### src/rtl/tx_pkg.sv
// Shared types and line constants for the serial frame transmit/receive pair.
package tx_pkg;

   typedef enum logic [2:0] {
      IDLE   = 3'd0,
      START  = 3'd1,
      DATA   = 3'd2,
      PARITY = 3'd3,
      STOP   = 3'd4
   } tx_state_e;

   localparam logic LINE_IDLE = 1'b1;
   localparam logic START_BIT = 1'b0;

endpackage

### src/rtl/serial_frame_tx_if.sv
// Word handshake between a producer and the serial frame transmitter.
interface serial_frame_tx_if #(
   parameter int unsigned DATA_W = 8
) ();

   logic [DATA_W-1:0] IN_DATA;
   logic              IN_VALID;
   logic              IN_READY;

   modport master (output IN_DATA, output IN_VALID, input IN_READY);
   modport slave  (input IN_DATA, input IN_VALID, output IN_READY);

endinterface

### src/rtl/bit_tick_gen.sv
// Bit-period counter: ticks on the last cycle of every CLKS_PER_BIT-cycle period.
module bit_tick_gen #(
   parameter int unsigned CLKS_PER_BIT = 4
) (
   input  logic CLK,
   input  logic RST,
   input  logic en_i,
   input  logic clr_i,
   output logic tick_c_o,
   output logic tick_next_c_o
);

   localparam int unsigned CNT_W = $clog2(CLKS_PER_BIT) + 1;
   localparam logic [CNT_W-1:0] LAST_CNT = CNT_W'(CLKS_PER_BIT - 1);

   logic [CNT_W-1:0] cnt_q;
   logic [CNT_W-1:0] cnt_d;

   always_comb begin
      cnt_d = cnt_q;
      if (clr_i) begin
         cnt_d = '0;
      end else if (en_i) begin
         cnt_d = (cnt_q == LAST_CNT) ? '0 : cnt_q + CNT_W'(1);
      end
   end

   // tick_next lets the owner register outputs that must line up with the tick
   assign tick_c_o      = en_i && (cnt_q == LAST_CNT);
   assign tick_next_c_o = (cnt_d == LAST_CNT);

   always_ff @(posedge CLK or negedge RST) begin
      if (!RST) begin
         cnt_q <= '0;
      end else begin
         cnt_q <= cnt_d;
      end
   end

endmodule

### src/rtl/serial_frame_tx.sv
// Parallel-to-serial frame transmitter: start bit, data LSB first, optional
// even parity, STOP_BITS stop bits, each bit held CLKS_PER_BIT cycles.
module serial_frame_tx
   import tx_pkg::*;
#(
   parameter int unsigned DATA_W       = 8,
   parameter int unsigned CLKS_PER_BIT = 4,
   parameter int unsigned PARITY_EN    = 1,
   parameter int unsigned STOP_BITS    = 1
) (
   input  logic             CLK,
   input  logic             RST,
   serial_frame_tx_if.slave in_if,
   output logic             OUT,
   output logic             BUSY,
   output logic             DONE
);

   localparam int unsigned BIT_W = $clog2(DATA_W + 1);
   localparam logic [BIT_W-1:0] LAST_BIT  = BIT_W'(DATA_W - 1);
   localparam logic [BIT_W-1:0] LAST_STOP = BIT_W'(STOP_BITS - 1);

   tx_state_e         state_q, state_d;
   logic [DATA_W-1:0] shift_q, shift_d;
   logic              par_q, par_d;
   logic [BIT_W-1:0]  bit_q, bit_d;
   logic              out_q, out_d;
   logic              ready_q, ready_d;
   logic              busy_q, busy_d;
   logic              done_q, done_d;

   logic accept_c;
   logic tick_c;
   logic tick_next_c;

   assign accept_c = in_if.IN_VALID && ready_q;

   bit_tick_gen #(
      .CLKS_PER_BIT(CLKS_PER_BIT)
   ) u_tick (
      .CLK          (CLK),
      .RST          (RST),
      .en_i         (state_q != IDLE),
      .clr_i        (accept_c),
      .tick_c_o     (tick_c),
      .tick_next_c_o(tick_next_c)
   );

   // Next state; bit_q counts data bits in DATA and stop bits in STOP
   always_comb begin
      state_d = state_q;
      shift_d = shift_q;
      par_d   = par_q;
      bit_d   = bit_q;
      out_d   = LINE_IDLE;
      ready_d = 1'b0;
      busy_d  = 1'b0;
      done_d  = 1'b0;

      unique case (state_q)
         IDLE: begin
            if (accept_c) begin
               shift_d = in_if.IN_DATA;
               par_d   = ^in_if.IN_DATA;
               bit_d   = '0;
               state_d = START;
            end
         end
         START: begin
            if (tick_c) state_d = DATA;
         end
         DATA: begin
            if (tick_c) begin
               if (bit_q == LAST_BIT) begin
                  bit_d   = '0;
                  state_d = (PARITY_EN != 0) ? PARITY : STOP;
               end else begin
                  bit_d   = bit_q + BIT_W'(1);
                  shift_d = shift_q >> 1;
               end
            end
         end
         PARITY: begin
            if (tick_c) state_d = STOP;
         end
         STOP: begin
            if (tick_c) begin
               if (bit_q == LAST_STOP) begin
                  bit_d   = '0;
                  state_d = IDLE;
               end else begin
                  bit_d = bit_q + BIT_W'(1);
               end
            end
         end
         default: state_d = IDLE;
      endcase

      // Outputs are derived from the next state so they are registered in step
      unique case (state_d)
         START:   out_d = START_BIT;
         DATA:    out_d = shift_d[0];
         PARITY:  out_d = par_d;
         default: out_d = LINE_IDLE;
      endcase
      ready_d = (state_d == IDLE);
      busy_d  = (state_d != IDLE);
      done_d  = (state_d == STOP) && (bit_d == LAST_STOP) && tick_next_c;
   end

   always_ff @(posedge CLK or negedge RST) begin
      if (!RST) begin
         state_q <= IDLE;
         shift_q <= '0;
         par_q   <= 1'b0;
         bit_q   <= '0;
         out_q   <= LINE_IDLE;
         ready_q <= 1'b0;
         busy_q  <= 1'b0;
         done_q  <= 1'b0;
      end else begin
         state_q <= state_d;
         shift_q <= shift_d;
         par_q   <= par_d;
         bit_q   <= bit_d;
         out_q   <= out_d;
         ready_q <= ready_d;
         busy_q  <= busy_d;
         done_q  <= done_d;
      end
   end

   assign in_if.IN_READY = ready_q;
   assign OUT            = out_q;
   assign BUSY           = busy_q;
   assign DONE           = done_q;

endmodule

### src/flat_wrapper.sv
// flat-port wrapper written by rule: the top's interface ports become plain ports
module serial_frame_tx_flat import tx_pkg::*;
#(
   parameter int unsigned DATA_W       = 8,
   parameter int unsigned CLKS_PER_BIT = 4,
   parameter int unsigned PARITY_EN    = 1,
   parameter int unsigned STOP_BITS    = 1
)
  (CLK, RST, OUT, BUSY, DONE, in_if_IN_DATA, in_if_IN_VALID, in_if_IN_READY);
  serial_frame_tx_if #(.DATA_W(DATA_W)) in_if_i ();
  input  logic CLK;
  input  logic RST;
  output logic OUT;
  output logic BUSY;
  output logic DONE;
  input wire logic [$bits(in_if_i.IN_DATA)-1:0] in_if_IN_DATA;
  input wire logic [$bits(in_if_i.IN_VALID)-1:0] in_if_IN_VALID;
  output wire logic [$bits(in_if_i.IN_READY)-1:0] in_if_IN_READY;
  assign in_if_i.IN_DATA = in_if_IN_DATA;
  assign in_if_i.IN_VALID = in_if_IN_VALID;
  assign in_if_IN_READY = in_if_i.IN_READY;
  serial_frame_tx #(.DATA_W(DATA_W), .CLKS_PER_BIT(CLKS_PER_BIT), .PARITY_EN(PARITY_EN), .STOP_BITS(STOP_BITS)) u_core (.CLK(CLK), .RST(RST), .in_if(in_if_i), .OUT(OUT), .BUSY(BUSY), .DONE(DONE));
endmodule
### config.mk
export PLATFORM = sky130hd
export DESIGN_NAME = serial_frame_tx_flat
export DESIGN_NICKNAME = d
export VERILOG_FILES = /design/src/rtl/tx_pkg.sv /design/src/rtl/serial_frame_tx_if.sv /design/src/rtl/bit_tick_gen.sv /design/src/rtl/serial_frame_tx.sv /design/src/flat_wrapper.sv
export SDC_FILE = /design/constraint.sdc
export NUM_CORES = 1
export LEC_CHECK = 0
export BUFFER_PORTS_ARGS = -buffer_cell sky130_fd_sc_hd__buf_2
export CAP_MARGIN = 20
export CORE_ASPECT_RATIO = 0.7
export CORE_UTILIZATION = 35
export CTS_BUF_LIST = sky130_fd_sc_hd__clkbuf_4 sky130_fd_sc_hd__clkbuf_8
export DETAILED_ROUTE_END_ITERATION = 16
export PLACE_DENSITY = 0.57
export SYNTH_ARGS = -nofsm -noshare
export SYNTH_HDL_FRONTEND = slang
export SYNTH_SLANG_ARGS = --single-unit
### constraint.sdc
create_clock -name CLK -period 2.3 [get_ports CLK]
set_clock_uncertainty 0.05 [all_clocks]
set_input_delay 0.46 -clock CLK [delete_from_list [all_inputs] [get_ports CLK]]
set_output_delay 0.46 -clock CLK [all_outputs]
set_load 0.03 [all_outputs]
==> results_dict.tcl <==
set metrics [dict create \
    status "complete, no violations" \
    syn_to_final_growth_pct 10.01 \
    dpl-instance-area_um2 1425 \
    fillCellCount 332 \
    die_h_um 53.72 \
    cts_buffer_depth 2 \
    powerDensity_nw_per_um2 1242 \
    hpwlAfterDp_mm 1.952 \
    worstSkewPairLatency_ps 260 \
    crit_fanout 8 \
    drc 0 \
    std_cell_rows 18 \
    reg2reg_to "u_core.OUT" \
    combPwrFrac 0.452 \
    startpoint_type "flop" \
    viasPerCell 5.326 \
    reg2reg_from "u_core.u_tick.cnt_q[0]" \
    cp.required_ps 2430 \
    ios 15 \
    synth.most_common_cell "dfrtp_1" \
    worst-r2r-cell-count 6 \
    htreeDepth 1 \
    dr.pass1.iters 4 \
    fin_area_um2 1471 \
    portBuffers 14 \
    post_cts_buffers 0 \
    grt_max_degree 24 \
    gp_congestion 0.8024 \
    nets 155 \
    arrival_ps 2030 \
    ctsRootBufferMaster "clkbuf_8" \
    cts_resized 0 \
    setup_viol_count_final 0 \
    synth_fp_nets 140 \
    ys.warnings.count 0 \
    die_w_um 75.89 \
    fin_setup_tns_ps 0 \
    p_seq_frac 0.411 \
    wl_per_cell_um 13.77 \
    drt-total-wl_mm 2.616 \
    drt_iter0_drc 60 \
    grt_pass1_vias 886 \
    sw_frac_of_total 0.4215 \
    ant_nets 0 \
    ys_ff_latch 23 \
    total_power_mw 1.827 \
    hp-class "input pin to asynchronous set/reset pin" \
    end_kind "flop" \
    ys.flop_type "dfrtp_1" \
    regArea_um2 576.8 \
    synth_area_per_cell_um2 10.62 \
    rsz0062_at_grt "no" \
    synth-edff-count 0 \
    cts.sinks 23 \
    ys_types 44 \
    final_cells 190 \
    min_period_ps 1902 \
    net-switching-power_mw 0.7701 \
    ff2ff_setup_slack_ps 400 \
    antenna_found_initial 0 \
    slew_viol_final 0 \
    gr-total-overflow 0 \
    leakage_nw 0.6908 \
    p_clk_frac 0.137 \
    grtUsageTotal 0.1430 \
    die-area_um2 4077 \
    syn_inst 126 \
    worstMarginPinSlew_ps 563.1 \
    cts_inserted_buffers 3 \
    relSlewSlack 0.6246 \
    grt_pass1_wl_mm 4.271 \
    yosys.area.top_type "dfrtp_1" \
    cts_tree "yes" \
    multi_input_comb_area_um2 663.1 \
    cts.clk_slew.worst_paths_ps 80 \
    netlist.area_leader.share 0.4116 \
    critical_path_class "flop to flop" \
    vias 1012 \
    ys_seq_area_frac 0.4312 \
    diodes 0 \
    maxCapViolations 0 \
    start_util 0.3735 \
    fmax_mhz 525.7 \
    netlist_top_cells_count "dfrtp_1 (22), inv_1 (14), nand2_1 (8), xnor2_1 (8), a222oi_1 (7)" \
    min_period_over_period 0.8271 \
    vdd_drop_max_v 0.0006784 \
    hold_buffers 0 \
    p_int_mw 1.057 \
    synthArstFlopShare 1.000 \
    dp_cells 186 \
    hold_viol 0 \
    drive_above_1_share 0.2429 \
    ys_top_cells_by_area "dfrtp_1 (41%), a222oi_1 (5.2%), xnor2_1 (5.2%)" \
    coreArea_um2 3581 \
    synth_area_um2 1338 \
]
[layout by cell type (no fill, tap or decap), drive strengths merged, types with 4 or more instances in the layout]
cell type,count
nor3,4
nand3b,4
buf,14
a222oi,7
a21oi,4
dfrtp,22
nor2,10
a21boi,4
nand3,5
xnor2,8
nand2,9
inv,14
[critical path, stage by stage, from the launching register on]
cell	delay, ps
dfrtp_1	380
ha_1	310
nor2b_4	240
and3_1	180
o21ai_2	110
a222oi_1	420
a31oi_1	130
[metrics by stage]
stage	worst slack, ps	util	hold WS (ps)
finish	397.6	0.4109	106.4
global route	235.5	0.4109	140.4
CTS	386.4	0.4109	125.5
detailed placement	407.0	0.3980	421.8
global placement	454.7	0.3980	412.7
floorplan	572.2	-	114.4
[cells by family after synthesis]
logic type / after synthesis / synth area share
fa+ha+maj: 3 / 0.02807
buf+inv: 18 / 0.07296
xor+xnor: 9 / 0.05894
simple gates: 44 / 0.2264
flops: 23 / 0.4312
compound gates: 28 / 0.1740
mux: 1 / 0.008418
[state kept, by name (all words and copies together) (netlist names)]
signal	count
u_core.BUSY	1
u_core.DONE	1
u_core.OUT	1
u_core.bit_q	4
u_core.in_if.IN_READY	1
u_core.par_q	1
u_core.shift_q	8
u_core.state_q	3
u_core.u_tick.cnt_q	3
[power by group through the flow]
stage               logic, mW  clock network (mW)  registers [mW]
floorplan               0.722                   0           0.706
CTS                     0.832               0.262           0.747
finish                  0.826               0.250           0.750
global route            0.916               0.277           0.775
detailed placement      0.827                   0           0.755
global placement        0.810                   0           0.751
[per-layer routing]
metal / part of all wire / global-route usage / vias up
li1: - / - / 483
met1: 0.49 / 0.2163 / 480
met2: 0.42 / 0.2021 / 45
met3: 0.083 / 0.04494 / 4
met4: 0.0073 / 0.01852 / 0
met5: 0 / 0 / -
[area by class of cell]
type / instances / area share
clock buffers: 3 / 0.02806
clock inverters: 1 / 0.003401
inverters: 14 / 0.03571
multi-input cells: 85 / 0.4507
flip-flops and latches: 23 / 0.3920
well taps: 50 / 0.04252
repair buffers: 14 / 0.04762
[worst max path at each step]
stage,startpoint,endpoint,slack (ps),cells past startpoint
CTS,u_core.u_tick.cnt_q[0],u_core.OUT,390,6
global route,u_core.bit_q[0],u_core.DONE,240,7
global placement,u_core.bit_q[0],u_core.DONE,450,7
floorplan,u_core.u_tick.cnt_q[0],u_core.DONE,570,6
detailed placement,u_core.u_tick.cnt_q[0],u_core.OUT,410,6
finish,u_core.u_tick.cnt_q[0],u_core.OUT,400,6
Power figures use the tool's default switching activity.
